$ cat config.mk
export PLATFORM = sky130hd
export DESIGN_NAME = countdown_key_ctrl_flat
export DESIGN_NICKNAME = d
export VERILOG_FILES = /design/src/rtl/countdown_key_ctrl_if.sv /design/src/rtl/countdown_key_ctrl.sv /design/src/flat_wrapper.sv
export SDC_FILE = /design/constraint.sdc
export NUM_CORES = 1
export LEC_CHECK = 0
export BUFFER_PORTS_ARGS = -buffer_cell sky130_fd_sc_hd__clkbuf_2
export CELL_PAD_IN_SITES_DETAIL_PLACEMENT = 1
export CELL_PAD_IN_SITES_GLOBAL_PLACEMENT = 2
export CORE_MARGIN = 2
export CORE_UTILIZATION = 35
export CTS_CLUSTER_DIAMETER = 30
export DETAILED_ROUTE_END_ITERATION = 12
export PLACE_DENSITY_LB_ADDON = 0.1
export SETUP_SLACK_MARGIN = 0.4
export SLEW_MARGIN = 20
export SYNTH_ARGS = -nofsm -noshare
export SYNTH_HDL_FRONTEND = slang
export SYNTH_SLANG_ARGS = --single-unit
$ cat constraint.sdc
create_clock -name clk -period 2.9 [get_ports clk]
set_input_delay 0.58 -clock clk [delete_from_list [all_inputs] [get_ports clk]]
set_output_delay 0.58 -clock clk [all_outputs]
set_load 0.01 [all_outputs]
$ cat src/rtl/countdown_key_ctrl_if.sv
// countdown_key_ctrl_if: raw keys and running flag in, command pulses and repeat owner out.
interface countdown_key_ctrl_if;
  logic       key_start_n;
  logic       key_reset_n;
  logic       key_add_n;
  logic       key_sub_n;
  logic       running;
  logic       start_pause_p;
  logic       reset_p;
  logic       add_p;
  logic       sub_p;
  logic [1:0] adj_owner;
  modport master (
    output key_start_n, key_reset_n, key_add_n, key_sub_n, running,
    input  start_pause_p, reset_p, add_p, sub_p, adj_owner
  );
  modport slave (
    input  key_start_n, key_reset_n, key_add_n, key_sub_n, running,
    output start_pause_p, reset_p, add_p, sub_p, adj_owner
  );
endinterface

$ cat src/rtl/countdown_key_ctrl.sv
// countdown_key_ctrl: debounces four push-buttons into prioritised one-cycle commands,
// with a shared auto-repeat engine for the +1/-1 keys.
module countdown_key_ctrl #(
  parameter int DEB_CYCLES    = 200_000,
  parameter int HOLD_CYCLES   = 5_000_000,
  parameter int REPEAT_CYCLES = 1_000_000
) (
  input  logic                clk,
  input  logic                rst_n,
  countdown_key_ctrl_if.slave kb
);
  localparam logic [23:0] DEB_LAST = 24'(DEB_CYCLES - 1);
  localparam logic [23:0] HOLD_LD  = 24'(HOLD_CYCLES);
  localparam logic [23:0] REP_LD   = 24'(REPEAT_CYCLES);
  typedef enum logic [1:0] {IDLE, HOLD, REPEAT} state_t;
  state_t           state_q, state_d;
  logic [1:0]       owner_q, owner_d;
  logic [23:0]      tmr_q, tmr_d;
  logic [3:0]       raw, sync1_q, sync2_q, stable_q, flip, press;
  logic [1:0]       rel_as;
  logic [3:0][23:0] cnt_q, cnt_d;
  logic             req, rst_ev, st_ev, adj_ok, own_rel;
  logic             start_q, reset_q, add_q, sub_q;
  // key index: 0 start/pause, 1 reset, 2 add, 3 sub
  assign raw = {kb.key_sub_n, kb.key_add_n, kb.key_reset_n, kb.key_start_n};
  for (genvar k = 0; k < 4; k++) begin : g_deb
    assign flip[k]  = (sync2_q[k] != stable_q[k]) && (cnt_q[k] == DEB_LAST);
    assign cnt_d[k] = (sync2_q[k] == stable_q[k] || flip[k]) ? '0 : cnt_q[k] + 24'd1;
  end
  assign press   = flip & stable_q;
  assign rel_as  = flip[3:2] & ~stable_q[3:2];
  assign rst_ev  = press[1];
  assign st_ev   = press[0] & ~rst_ev;
  assign own_rel = (owner_q == 2'd1) ? rel_as[0] : rel_as[1];
  // losing or gated add/sub requests are simply dropped; the engine timing is untouched
  assign adj_ok  = req & ~rst_ev & ~st_ev & ~kb.running;
  always_comb begin
    state_d = state_q;
    owner_d = owner_q;
    tmr_d   = tmr_q;
    req     = 1'b0;
    if (rst_ev) begin
      state_d = IDLE;
      owner_d = 2'd0;
      tmr_d   = '0;
    end else if (state_q == IDLE) begin
      if (press[2] | press[3]) begin
        state_d = HOLD;
        owner_d = press[2] ? 2'd1 : 2'd2;
        tmr_d   = HOLD_LD;
        req     = 1'b1;
      end
    end else if (own_rel) begin
      state_d = IDLE;
      owner_d = 2'd0;
      tmr_d   = '0;
    end else if (tmr_q == 24'd1) begin
      state_d = REPEAT;
      tmr_d   = REP_LD;
      req     = 1'b1;
    end else begin
      tmr_d = tmr_q - 24'd1;
    end
  end
  always_ff @(posedge clk or negedge rst_n) begin
    if (!rst_n) begin
      sync1_q  <= '1;
      sync2_q  <= '1;
      stable_q <= '1;
      cnt_q    <= '0;
      state_q  <= IDLE;
      owner_q  <= '0;
      tmr_q    <= '0;
      start_q  <= 1'b0;
      reset_q  <= 1'b0;
      add_q    <= 1'b0;
      sub_q    <= 1'b0;
    end else begin
      sync1_q  <= raw;
      sync2_q  <= sync1_q;
      stable_q <= stable_q ^ flip;
      cnt_q    <= cnt_d;
      state_q  <= state_d;
      owner_q  <= owner_d;
      tmr_q    <= tmr_d;
      start_q  <= st_ev;
      reset_q  <= rst_ev;
      add_q    <= adj_ok & (owner_d == 2'd1);
      sub_q    <= adj_ok & (owner_d == 2'd2);
    end
  end
  assign kb.start_pause_p = start_q;
  assign kb.reset_p       = reset_q;
  assign kb.add_p         = add_q;
  assign kb.sub_p         = sub_q;
  assign kb.adj_owner     = owner_q;
endmodule

$ cat src/flat_wrapper.sv
// flat-port wrapper written by rule: the top's interface ports become plain ports
module countdown_key_ctrl_flat 
#(
  parameter int DEB_CYCLES    = 200_000,
  parameter int HOLD_CYCLES   = 5_000_000,
  parameter int REPEAT_CYCLES = 1_000_000
)
  (clk, rst_n, kb_key_start_n, kb_key_reset_n, kb_key_add_n, kb_key_sub_n, kb_running, kb_start_pause_p, kb_reset_p, kb_add_p, kb_sub_p, kb_adj_owner);
  countdown_key_ctrl_if kb_i ();
  input  logic clk;
  input  logic rst_n;
  input wire logic [$bits(kb_i.key_start_n)-1:0] kb_key_start_n;
  input wire logic [$bits(kb_i.key_reset_n)-1:0] kb_key_reset_n;
  input wire logic [$bits(kb_i.key_add_n)-1:0] kb_key_add_n;
  input wire logic [$bits(kb_i.key_sub_n)-1:0] kb_key_sub_n;
  input wire logic [$bits(kb_i.running)-1:0] kb_running;
  output wire logic [$bits(kb_i.start_pause_p)-1:0] kb_start_pause_p;
  output wire logic [$bits(kb_i.reset_p)-1:0] kb_reset_p;
  output wire logic [$bits(kb_i.add_p)-1:0] kb_add_p;
  output wire logic [$bits(kb_i.sub_p)-1:0] kb_sub_p;
  output wire logic [$bits(kb_i.adj_owner)-1:0] kb_adj_owner;
  assign kb_i.key_start_n = kb_key_start_n;
  assign kb_i.key_reset_n = kb_key_reset_n;
  assign kb_i.key_add_n = kb_key_add_n;
  assign kb_i.key_sub_n = kb_key_sub_n;
  assign kb_i.running = kb_running;
  assign kb_start_pause_p = kb_i.start_pause_p;
  assign kb_reset_p = kb_i.reset_p;
  assign kb_add_p = kb_i.add_p;
  assign kb_sub_p = kb_i.sub_p;
  assign kb_adj_owner = kb_i.adj_owner;
  countdown_key_ctrl #(.DEB_CYCLES(DEB_CYCLES), .HOLD_CYCLES(HOLD_CYCLES), .REPEAT_CYCLES(REPEAT_CYCLES)) u_core (.clk(clk), .rst_n(rst_n), .kb(kb_i));
endmodule
---- Yosys cells after proc, flatten, opt, wreduce, memory -nomap -nowiden ----
Cells that the tools add are included.
operators by class
  add/sub/neg operators ................... 5
  equal/unequal tests ..................... 17
  multiplexer cells ....................... 25
  bitwise gates (word level) .............. 14
  reductions and logical operators ........ 11
operator list
  cell                                                                      number
  24-bit two-way mux                                                        9
  24-bit by 1-bit adder with 24-bit output (second input constant)          4
  24-bit by 18-bit == test with 1-bit output (second input constant)        4
  24-bit by 1-bit == test with 1-bit output (second input constant)         1
  24-bit by 1-bit subtractor with 24-bit output (second input constant)     1
  2-bit two-way mux                                                         10
  1-bit AND                                                                 6
  1-bit two-way mux                                                         6
  4-bit AND                                                                 1
  1-bit == test                                                             4
  2-bit by 1-bit == test with 1-bit output (second input constant)          2
  1-bit logical AND                                                         4
  1-bit logical OR                                                          4
  1-bit inequality test                                                     4
  4-bit nonzero test                                                        1
  4-bit XOR                                                                 1
  3-bit by 2-bit inequality test with 1-bit output (second input constant)  1
  1-bit NOT                                                                 3
  2-bit AND                                                                 1
  2-bit == test (second input constant)                                     1
  2-bit logical NOT                                                         1
  2-bit NOT                                                                 1
  2-bit AND reduction                                                       1
  1-bit bitwise OR                                                          1
word-level totals
  flip-flop bits (word level) ............. 140
  input port bits ......................... 7
  logic and storage cells ................. 86

---- Depth between registers and ports, before layout ----
Gate-level depths: netlist of the first run.
  depth after elaboration ................. 11
  depth in mapped cells ................... 9
  depth with buffers taken out ............ 8

---- Worst setup path after synthesis of the first run ----
No wires, ideal clock.
  path type ............................... register to register
  start point ............................. register u_core.cnt_q[72] in the netlist's numbering
  end point ............................... register u_core.tmr_q[20]
  setup time .............................. 124 ps
  arrival time ............................ 2322 ps
  path slack .............................. 454 ps
  stages on the path, launching flop included .. 10
  cells stage by stage .................... dfrtp_1 -> ha_1 -> nand2_1 -> or4_1 -> buf_4 -> o32a_4 -> and3_1 -> buf_6 -> o311a_1 -> a211o_1
on the way
  word-level cells in the longest chain between the ends .. 7
  elaborated cells between the ends (all ways) .. 10
ends and longest elaborated chain
  element                                         line                      RTL
  start: declaration                              countdown_key_ctrl.sv:21  logic [3:0][23:0] cnt_q, cnt_d;
  start signal: assignment                        countdown_key_ctrl.sv:82  cnt_q <= cnt_d;
  24-bit by 18-bit == test with 1-bit output (*)  countdown_key_ctrl.sv:27  assign flip[k] = (sync2_q[k] != stable_q[k]) && (cnt_q[k] == DEB_LAST);
  1-bit logical AND (*)                           countdown_key_ctrl.sv:27
  2-bit AND                                       countdown_key_ctrl.sv:31  assign rel_as = flip[3:2] & ~stable_q[3:2];
  1-bit two-way mux                               countdown_key_ctrl.sv:34  assign own_rel = (owner_q == 2'd1) ? rel_as[0] : rel_as[1];
  24-bit two-way mux                              countdown_key_ctrl.sv:53  end else if (own_rel) begin
  24-bit two-way mux                              countdown_key_ctrl.sv:46  end else if (state_q == IDLE) begin
  24-bit two-way mux                              countdown_key_ctrl.sv:42  if (rst_ev) begin
  end signal: assignment                          countdown_key_ctrl.sv:85  tmr_q <= tmr_d;
  end: declaration                                countdown_key_ctrl.sv:18  logic [23:0] tmr_q, tmr_d;
Mark *: on every way between the ends. The rest lies on a longest branch, timed or not.
A chain may end at the register's enable or synchronous reset.

---- Final worst setup path of the first run ----
  start point ............................. register u_core.cnt_q[67] in the netlist's numbering
  end point ............................... register u_core.tmr_q[9]
The elaborated chain is that of the path after synthesis.

==> impl_metrics.ini, run 1 <==
[status]
status = complete, no violations

[timing]
finalMaxSlewViolations = 0
final-hold-violation-count = 0
period_share_pct = 86.9
setup_ws_ns = 0.381
worst_slew_pin_slew_ns = 0.621
fmax_mhz = 397
fin_skew_ns = 0.0147
final.setup.tns_ns = 0
rsz0062_at_grt = true
relSlewSlack_pct = 58.2
setup_violations = 0
min_period_ns = 2.52

[synthesis]
yosys.area.top_type = dfrtp_1
synth_ff_type = dfrtp_1
async_flop_share_pct = 100
synth_area_um2 = 7100
synth_area_leaders = dfrtp_1, nor2_1, xor2_1, xnor2_1, dfstp_2
synth_edf_count = 0
netlist_instances = 737
yosysSeqAreaShare_pct = 49.6
yosys_warnings = 0
ys_types = 66
syn_avg_cell_area_um2 = 9.63
ys_ff_latch = 140
yosysTopAreaCellShare_pct = 45.1
syn_nets = 750

[pwr]
p_int_w = 0.00347
power.density_nw_per_um2 = 528
p_sw_share_pct = 22.7
p_comb_share_pct = 2.5
power.static_leakage_nw = 3.70
irDropWorstVdd_v = 0.000359
p_clk_share_pct = 53.0
pwr-share-seq_pct = 44.5
p_switching_w = 0.00102

[placement]
dpl_cell_area_um2 = 7610
portBuffers = 12
place_congestion = 0.814
hpwlAfterDp_um = 12900
dp_slack_ns = 0.162

[cells_and_area]
drive_gt1_share_pct = 18.0
post-route-cell-area_um2 = 8500
antennaDiodeCount = 0
final_common_cell = dfrtp_1
num-fill-cells = 2321
final_cell_mix = dfrtp_1, nor2_1, nand2_1
syn_to_final_growth_pct = 19.7
final_nets = 800
final_core_util_pct = 42.4

[global_route]
grt_pass1_wl_um = 31500
antenna_found_initial = 0
gr-usage-all-layers_pct = 18.3
grt_start_max_net_pins = 61
grt-ovfl-total = 0
grt_pass1_vias = 6044

[floorplanning]
num_rows = 52
ios = 13
core_region_area_um2 = 20000
dieArea_um2 = 21400
dieWidth_um = 146
initial_core_util_pct = 35.4
die_h_um = 146

[setup_path]
required_ns = 3.25
critical_path.max_stage_delay_ns = 0.55
critPathSlowestCell = or4_4
critPathTopFamily = simple AND/OR/NAND/NOR gates
critPathKind = reg2reg
path_buf_inv = 0
critPathLaunchType = flop
worstPathCellList = or4b_1 -> or4_4 -> o21ai_4 -> nor2_4 -> or4_1 -> a31oi_1
endpoint_kind = flop
worstPathMaxFanout = 7
cp.arrival_ns = 2.86

[drt]
vias_per_cell = 5.27
wl_um = 18500
antenna_left = 0
drt-wirelength-per-cell_um = 17.3
dr.first_iter.drc_count = 192
vias = 5629
drc_errors = 0
first_pass_iters = 4

[job]
maxCapViolCount = 0

[clock_tree]
h-tree-depth = 4
postCtsHoldBufs = 0
cts_tree = yes
cts-buffers-inserted = 17
clk_latency_ns = 0.44
ctsRootBufferMaster = clkbuf_16
cts.sinks = 140
clkSlewWorstSetupHoldPaths_ns = 0.06
clockBufferDepth = 2

[min_path]
hp-class = in2async
==> through the flow <==
stage	std cells	power (W)	hold WS [ns]
finish	1069	0.00449	0.0856
CTS	1063	0.00455	0.101
global placement	1022	0.00214	0.347
floorplan	737	0.00207	0.284
global route	1069	0.00468	0.116
detailed placement	1022	0.00214	0.348
==> sequential cells by signal, summed over array words and instances (netlist names), named ones only <==
name                     cells
u_core.kb.adj_owner          2
u_core.sync2_q               4
u_core.kb.sub_p              1
u_core.state_q               2
u_core.kb.reset_p            1
u_core.cnt_q                96
u_core.sync1_q               4
u_core.kb.start_pause_p      1
u_core.kb.add_p              1
u_core.tmr_q                24
==> final timing paths <==
kind | from | to | slack [ns] | cells after the start
hold / removal | rst_n | u_core.cnt_q[92] | 0.09 | 1
hold reg to reg | u_core.sync1_q[0] | u_core.sync2_q[0] | 0.36 | 0
max in group asynchronous | rst_n | u_core.cnt_q[42] | 2.03 | 2
setup reg to reg | u_core.cnt_q[67] | u_core.tmr_q[9] | 0.38 | 6
min in group clk | kb_key_reset_n | u_core.sync1_q[1] | 0.23 | 1
setup / recovery | u_core.cnt_q[67] | u_core.tmr_q[9] | 0.38 | 6
==> synthesized netlist by cell type (all sizes together) (3+ instances only) <==
library cell and instances:
nor2 129, nand4 18, inv 16, mux2 4, and4 4, xor2 48
or2 8, nand2b 3, buf 5, a311o 3, o21ai 20, nand4b 3
o22ai 10, dfrtp 128, nand2 51, nor3 23, a21o 5, a31oi 7
or3 10, xnor2 37, nor2b 8, and2 3, and3 17, ha 6
nor4bb 3, dfstp 12, clkbuf 18, or4 11, nor4 24, nor4b 6
a21oi 14, nand3 50, or4b 3
==> kinds of logic (layout without fill, tap and decap cells) <==
| kind of cell | count (synthesis) | after routing | synth area share, % |
|---|---|---|---|
| compound gates | 80 | 80 | 8.04 |
| buf+inv | 39 | 101 | 2.31 |
| xor+xnor | 85 | 85 | 10.5 |
| fa+ha+maj | 6 | 6 | 1.06 |
| mux | 5 | 5 | 0.775 |
| flops | 140 | 140 | 49.6 |
| simple gates | 382 | 382 | 27.8 |
==> layer usage <==
layer  GRT usage (%)  vias to the layer above  routed length, um
met5               0                        -                  0
li1                -                     2701                  -
met4            4.85                        0                250
met2            29.9                       50               8790
met1            24.7                     2860               9050
met3            4.28                       18                445
==> area by class of cell <==
cell class	instances	area (um^2)	share of cell area [%]
Inverter	16	60.1	0.707
Clock inverter	13	203	2.38
Timing Repair Buffer	54	398	4.68
Sequential cell	140	3520	41.4
Multi-Input combinational cell	558	3550	41.8
Tap cell	270	338	3.97
Clock buffer	18	429	5.05
==> worst register-to-register path, stage by stage, from the launching register on <==
cell,delay [ns]
dfrtp_1,0.39
or4b_1,0.50
or4_4,0.55
o21ai_4,0.27
nor2_4,0.09
or4_1,0.49
a31oi_1,0.14
==> power groups by stage <==
stage               registers (W)  clock network, W  logic [W]
floorplan                 0.00203                 0  0.0000461
global placement          0.00203                 0   0.000109
detailed placement        0.00203                 0   0.000112
CTS                       0.00199           0.00244   0.000118
global route              0.00200           0.00255   0.000131
finish                    0.00199           0.00238   0.000112
==> repair_timing <==
item,CTS,global route
gates resized for setup,15,19
pin swaps,3,13
setup endpoints to repair,18,22
buffers inserted,10,6
Note: power is estimated with default switching activity, not from simulation.
==> run 2: changes to the inputs <==
--- a/config.mk
+++ b/config.mk
@@ -7,7 +7,8 @@
 export LEC_CHECK = 0
 export BUFFER_PORTS_ARGS = -buffer_cell sky130_fd_sc_hd__clkbuf_2
 export CELL_PAD_IN_SITES_DETAIL_PLACEMENT = 1
-export CELL_PAD_IN_SITES_GLOBAL_PLACEMENT = 2
+export CELL_PAD_IN_SITES_GLOBAL_PLACEMENT = 1
+export CORE_ASPECT_RATIO = 1.1
 export CORE_MARGIN = 2
 export CORE_UTILIZATION = 35
 export CTS_CLUSTER_DIAMETER = 30
==> run 2 against run 1 <==
Compared with the run above: first-iteration DRC count grew 19%; count of clock-buffer cells in the layout grew 3; sequential cell count is the same; cell count shrank 2.6%; hold slack gained 0.048 ns; critical endpoint unchanged.
==> impl_metrics.ini, run 2 (synthesized netlist as in run 1, its figures left out) <==
[timing]
worst_slew_pin_slew_ns = 0.804
setup_violations = 0
finalMaxSlewViolations = 0
relSlewSlack_pct = 46.0
final-hold-violation-count = 0
fin_skew_ns = 0.0109
fmax_mhz = 402
final.setup.tns_ns = 0
min_period_ns = 2.49
period_share_pct = 85.7
rsz0062_at_grt = true

[clock_tree]
clockBufferDepth = 2
h-tree-depth = 4
postCtsHoldBufs = 0
ctsRootBufferMaster = clkbuf_16
cts-buffers-inserted = 17
clk_latency_ns = 0.42
clkSlewWorstSetupHoldPaths_ns = 0.06
cts.sinks = 140
cts_tree = yes

[drt]
wl_um = 18100
routed-wl-met2_um = 8900
first_pass_iters = 4
route.met3.wl_um = 304
met1_length_um = 8510
vias_per_cell = 5.39
dr.first_iter.drc_count = 229
vias = 5616
drc_errors = 0
antenna_left = 0
maxUsedRoutingLayer = met4
drt-wirelength-per-cell_um = 17.3

[cells_and_area]
final_common_cell = nor2_1
regMostFlops = u_core.cnt_q
drive_gt1_share_pct = 15.8
antennaDiodeCount = 0
final_core_util_pct = 41.8
final_nets = 789
final_cell_mix = nor2_1, dfrtp_1, nand2_1
reg.largest.list = u_core.cnt_q: 96 flops, u_core.tmr_q: 24 flops
num-fill-cells = 2255
multiInputGateArea_um2 = 3510
largest_reg_flops = 96
syn_to_final_growth_pct = 16.9
seqCellArea_um2 = 3520

[setup_path]
critPathKind = reg2reg
required_ns = 3.23
endpoint_kind = flop
cp.arrival_ns = 2.82
critPathLaunchType = flop
worstPathMaxFanout = 8

[floorplanning]
ios = 13
core_region_area_um2 = 19900
die_h_um = 153
num_rows = 54
dieArea_um2 = 21400
dieWidth_um = 140
initial_core_util_pct = 35.7

[global_route]
grt-ovfl-total = 0
gr-usage-all-layers_pct = 17.9
grt_pass1_vias = 6195
grt_start_max_net_pins = 65
antenna_found_initial = 0
grt_pass1_wl_um = 31200

[pwr]
p_int_w = 0.00331
pwr-share-seq_pct = 46.3
power.static_leakage_nw = 3.62
irDropWorstVdd_v = 0.000330
p_clk_share_pct = 51.1
power.density_nw_per_um2 = 518
p_sw_share_pct = 23.0
p_switching_w = 0.000987
p_comb_share_pct = 2.6

[placement]
hpwlAfterDp_um = 12800
place_congestion = 0.861
portBuffers = 12

[min_path]
hp-class = in2async

[job]
maxCapViolCount = 0

[status]
status = complete, no violations
==> run 2: changes by cell type in the layout (fill, tap and decap cells not counted), moves of 2 or more <==
cell,delta
buf_4,-10
nor2_1,+2
o21ai_0,+3
o22ai_2,-2
clkbuf_1,+2
clkinv_4,+3
inv_6,-2
o21ai_1,-3
bufinv_16,-2
==> run 2: power by group through the flow <==
stage	combinational (W)	sequential [W]	clock, W
after floorplan	0.0000461	0.00203	0
after global placement	0.000109	0.00203	0
after detailed placement	0.000114	0.00203	0
after CTS	0.000115	0.00199	0.00227
after global routing	0.000129	0.00200	0.00236
final	0.000110	0.00199	0.00220
==> run 2: worst max-delay path, cell delays in order (launching register included) <==
cell,delay (ns)
dfrtp_1,0.39
or4b_1,0.53
or4_4,0.48
o21ai_4,0.22
nor2_2,0.12
or4_1,0.49
a31oi_1,0.18
==> run 2: layer usage <==
metal	vias up	global-route usage (%)
li1	2679	-
met1	2863	23.3
met2	52	30.2
met3	22	2.60
met4	0	6.38
met5	-	0
==> run 2: worst paths after layout <==
| kind | startpoint | to | slack (ns) | cells past startpoint |
|---|---|---|---|---|
| max in group asynchronous | rst_n | u_core.sync2_q[0] | 1.98 | 2 |
| worst min register to register | u_core.sync1_q[2] | u_core.sync2_q[2] | 0.36 | 0 |
| min in group clk | kb_key_add_n | u_core.sync1_q[2] | 0.24 | 1 |
| worst max-delay path | u_core.cnt_q[66] | u_core.tmr_q[9] | 0.41 | 6 |
| worst min-delay path | rst_n | u_core.cnt_q[92] | 0.13 | 1 |
| worst max register to register | u_core.cnt_q[66] | u_core.tmr_q[9] | 0.41 | 6 |
==> run 2: cell type report <==
cell class,instances,area share [%]
clock buffer,21,5.43
clock inverter,11,1.66
inverter,16,0.723
multi-input combinational,558,42.2
sequential,140,42.4
tap,252,3.80
timing repair buffer,43,3.75
==> run 2: what timing repair did <==
item                                    4_1_cts  5_1_grt
pin swaps                                     1        4
endpoints found under the setup margin       24       35
gates resized for setup                       5       16
setup buffers                                 3        4
==> run 2: through the flow <==
| stage | power, W | cell area, um^2 | instances | setup WS, ns | hold slack (ns) |
|---|---|---|---|---|---|
| after floorplan | 0.00207 | 7100 | 737 | 0.454 | 0.284 |
| after global placement | 0.00214 | 7570 | 1002 | 0.258 | 0.346 |
| after detailed placement | 0.00214 | 7570 | 1002 | 0.181 | 0.350 |
| after CTS | 0.00438 | 8200 | 1037 | 0.303 | 0.140 |
| after global routing | 0.00448 | 8300 | 1041 | 0.345 | 0.166 |
| final | 0.00430 | 8300 | 1041 | 0.415 | 0.133 |
==> run 3: changes to the inputs <==
==> constraint.sdc (replaced) <==
create_clock -name clk -period 3.12 [get_ports clk]
set_input_delay 0.624 -clock clk [delete_from_list [all_inputs] [get_ports clk]]
set_output_delay 0.624 -clock clk [all_outputs]
set_load 0.01 [all_outputs]
==> run 3 against run 2 <==
Compared with the run above: non-clock buffer count shrank 9; critical path depth is the same; clock skew is essentially flat; sequential cell count is the same; cell count shrank 0.86%; highest routed layer unchanged; routed wire length shrank 0.83%; maximum frequency shrank 4.4%; hold slack gained 0.0083 ns.
==> impl_metrics.ini, run 3 (synthesized netlist as in run 1, its figures left out) <==
[min_path]
hp-class = in2async

[timing]
rsz0062_at_grt = true
final-hold-violation-count = 0
setup_violations = 0
period_share_pct = 83.3
finalMaxSlewViolations = 0
min_period_ns = 2.60
relSlewSlack_pct = 45.1
fin_skew_ns = 0.0107
worst_slew_pin_slew_ns = 0.818
fmax_mhz = 385
final.setup.tns_ns = 0

[setup_path]
worstPathCellList = or4b_1 -> or4_4 -> o21ai_4 -> nor2_2 -> or4_1 -> a31oi_1
critPathKind = reg2reg
required_ns = 3.46
critPathLaunchType = flop
worstPathMaxFanout = 8
path_buf_inv = 0
endpoint_kind = flop
critical_path.max_stage_delay_ns = 0.53
critPathTopFamily = simple AND/OR/NAND/NOR gates
critPathSlowestCell = or4b_1
cp.arrival_ns = 2.94

[placement]
hpwlAfterDp_um = 12500
portBuffers = 12
dpl_cell_area_um2 = 7520
place_congestion = 0.830

[clock_tree]
clockBufferDepth = 2
cts_tree = yes
postCtsHoldBufs = 0
clkSlewWorstSetupHoldPaths_ns = 0.07
clk_latency_ns = 0.43
ctsRootBufferMaster = clkbuf_16
h-tree-depth = 4
cts.sinks = 140
cts-buffers-inserted = 17

[cells_and_area]
final_nets = 780
regMostFlops = u_core.cnt_q
multiInputGateArea_um2 = 3440
reg.largest.list = u_core.cnt_q: 96 flops, u_core.tmr_q: 24 flops
num-fill-cells = 2276
seqCellArea_um2 = 3520
largest_reg_flops = 96
antennaDiodeCount = 0
syn_to_final_growth_pct = 15.7
drive_gt1_share_pct = 13.7
final_cell_mix = nor2_1, dfrtp_1, nand2_1
post-route-cell-area_um2 = 8210

[drt]
first_pass_iters = 4
dr.first_iter.drc_count = 289
drt-wirelength-per-cell_um = 17.4
antenna_left = 0
vias_per_cell = 5.47
wl_um = 17900
drc_errors = 0
vias = 5640

[global_route]
gr-usage-all-layers_pct = 17.8
grt_pass1_vias = 6181
grt_start_max_net_pins = 67
grt-ovfl-total = 0
grt_pass1_wl_um = 31000
antenna_found_initial = 0

[pwr]
power.density_nw_per_um2 = 506
power_w = 0.00416
power.static_leakage_nw = 3.61
irDropWorstVdd_v = 0.000310

[job]
maxCapViolCount = 0

[floorplanning]
num_rows = 54
dieArea_um2 = 21400
initial_core_util_pct = 35.7
dieWidth_um = 140
ios = 13
core_region_area_um2 = 19900
die_h_um = 153

[status]
status = complete, no violations
[run 3: changes by cell type in the layout (fill, tap and decap cells not counted), moves of 3 or more]
cell	previous run	this run
buf_4	30	21
inv_8	1	5
nor4_1	21	24
clkbuf_1	3	0
nor4_2	3	0
clkinv_4	5	2
[run 3: area by class of cell]
type | count | area share, %
tap | 252 | 3.84
timing repair buffer | 34 | 2.97
clock inverter | 14 | 2.41
sequential | 140 | 42.8
clock buffer | 18 | 5.35
multi-input combinational | 558 | 41.9
inverter | 16 | 0.731
[run 3: through the flow]
step                setup slack [ns]  instances  hold WS (ns)  util (%)
finish                         0.521       1032         0.142      41.4
detailed placement             0.348        995         0.348      37.8
global route                   0.369       1032         0.164      41.4
global placement               0.462        995         0.346      37.8
floorplan                      0.674        737         0.328         -
CTS                            0.449       1027         0.156      41.1
[run 3: final timing paths]
path                                   start                end  slack [ns]  cells after the start
max in group asynchronous              rst_n  u_core.sync2_q[0]        2.19                      2
hold / removal                         rst_n   u_core.cnt_q[92]        0.14                      1
setup / recovery            u_core.cnt_q[66]   u_core.tmr_q[18]        0.52                      6
min in group clk                kb_key_sub_n  u_core.sync1_q[3]        0.27                      1
setup reg to reg            u_core.cnt_q[66]   u_core.tmr_q[18]        0.52                      6
hold reg to reg            u_core.sync1_q[1]  u_core.sync2_q[1]        0.36                      0
[run 3: routing by layer]
layer / up-vias / routed length (um) / global-route usage (%)
li1: 2661 / - / -
met2: 58 / 8770 / 30.4
met5: - / 0 / 0
met1: 2906 / 8390 / 23.0
met3: 15 / 544 / 3.54
met4: 0 / 204 / 5.05
[run 3: repair_timing]
action                     4_1_cts  5_1_grt
gates resized for setup          2        3
buffers inserted                 0        5
setup endpoints to repair        5        6
pin swaps                        1        2
[run 3: power by group]
| part | switching, W | internal [W] |
|---|---|---|
| Sequential | 0.0000158 | 0.00184 |
| Combinational | 0.0000727 | 0.0000258 |
| Clock | 0.000888 | 0.00132 |
| Total | 0.000976 | 0.00318 |
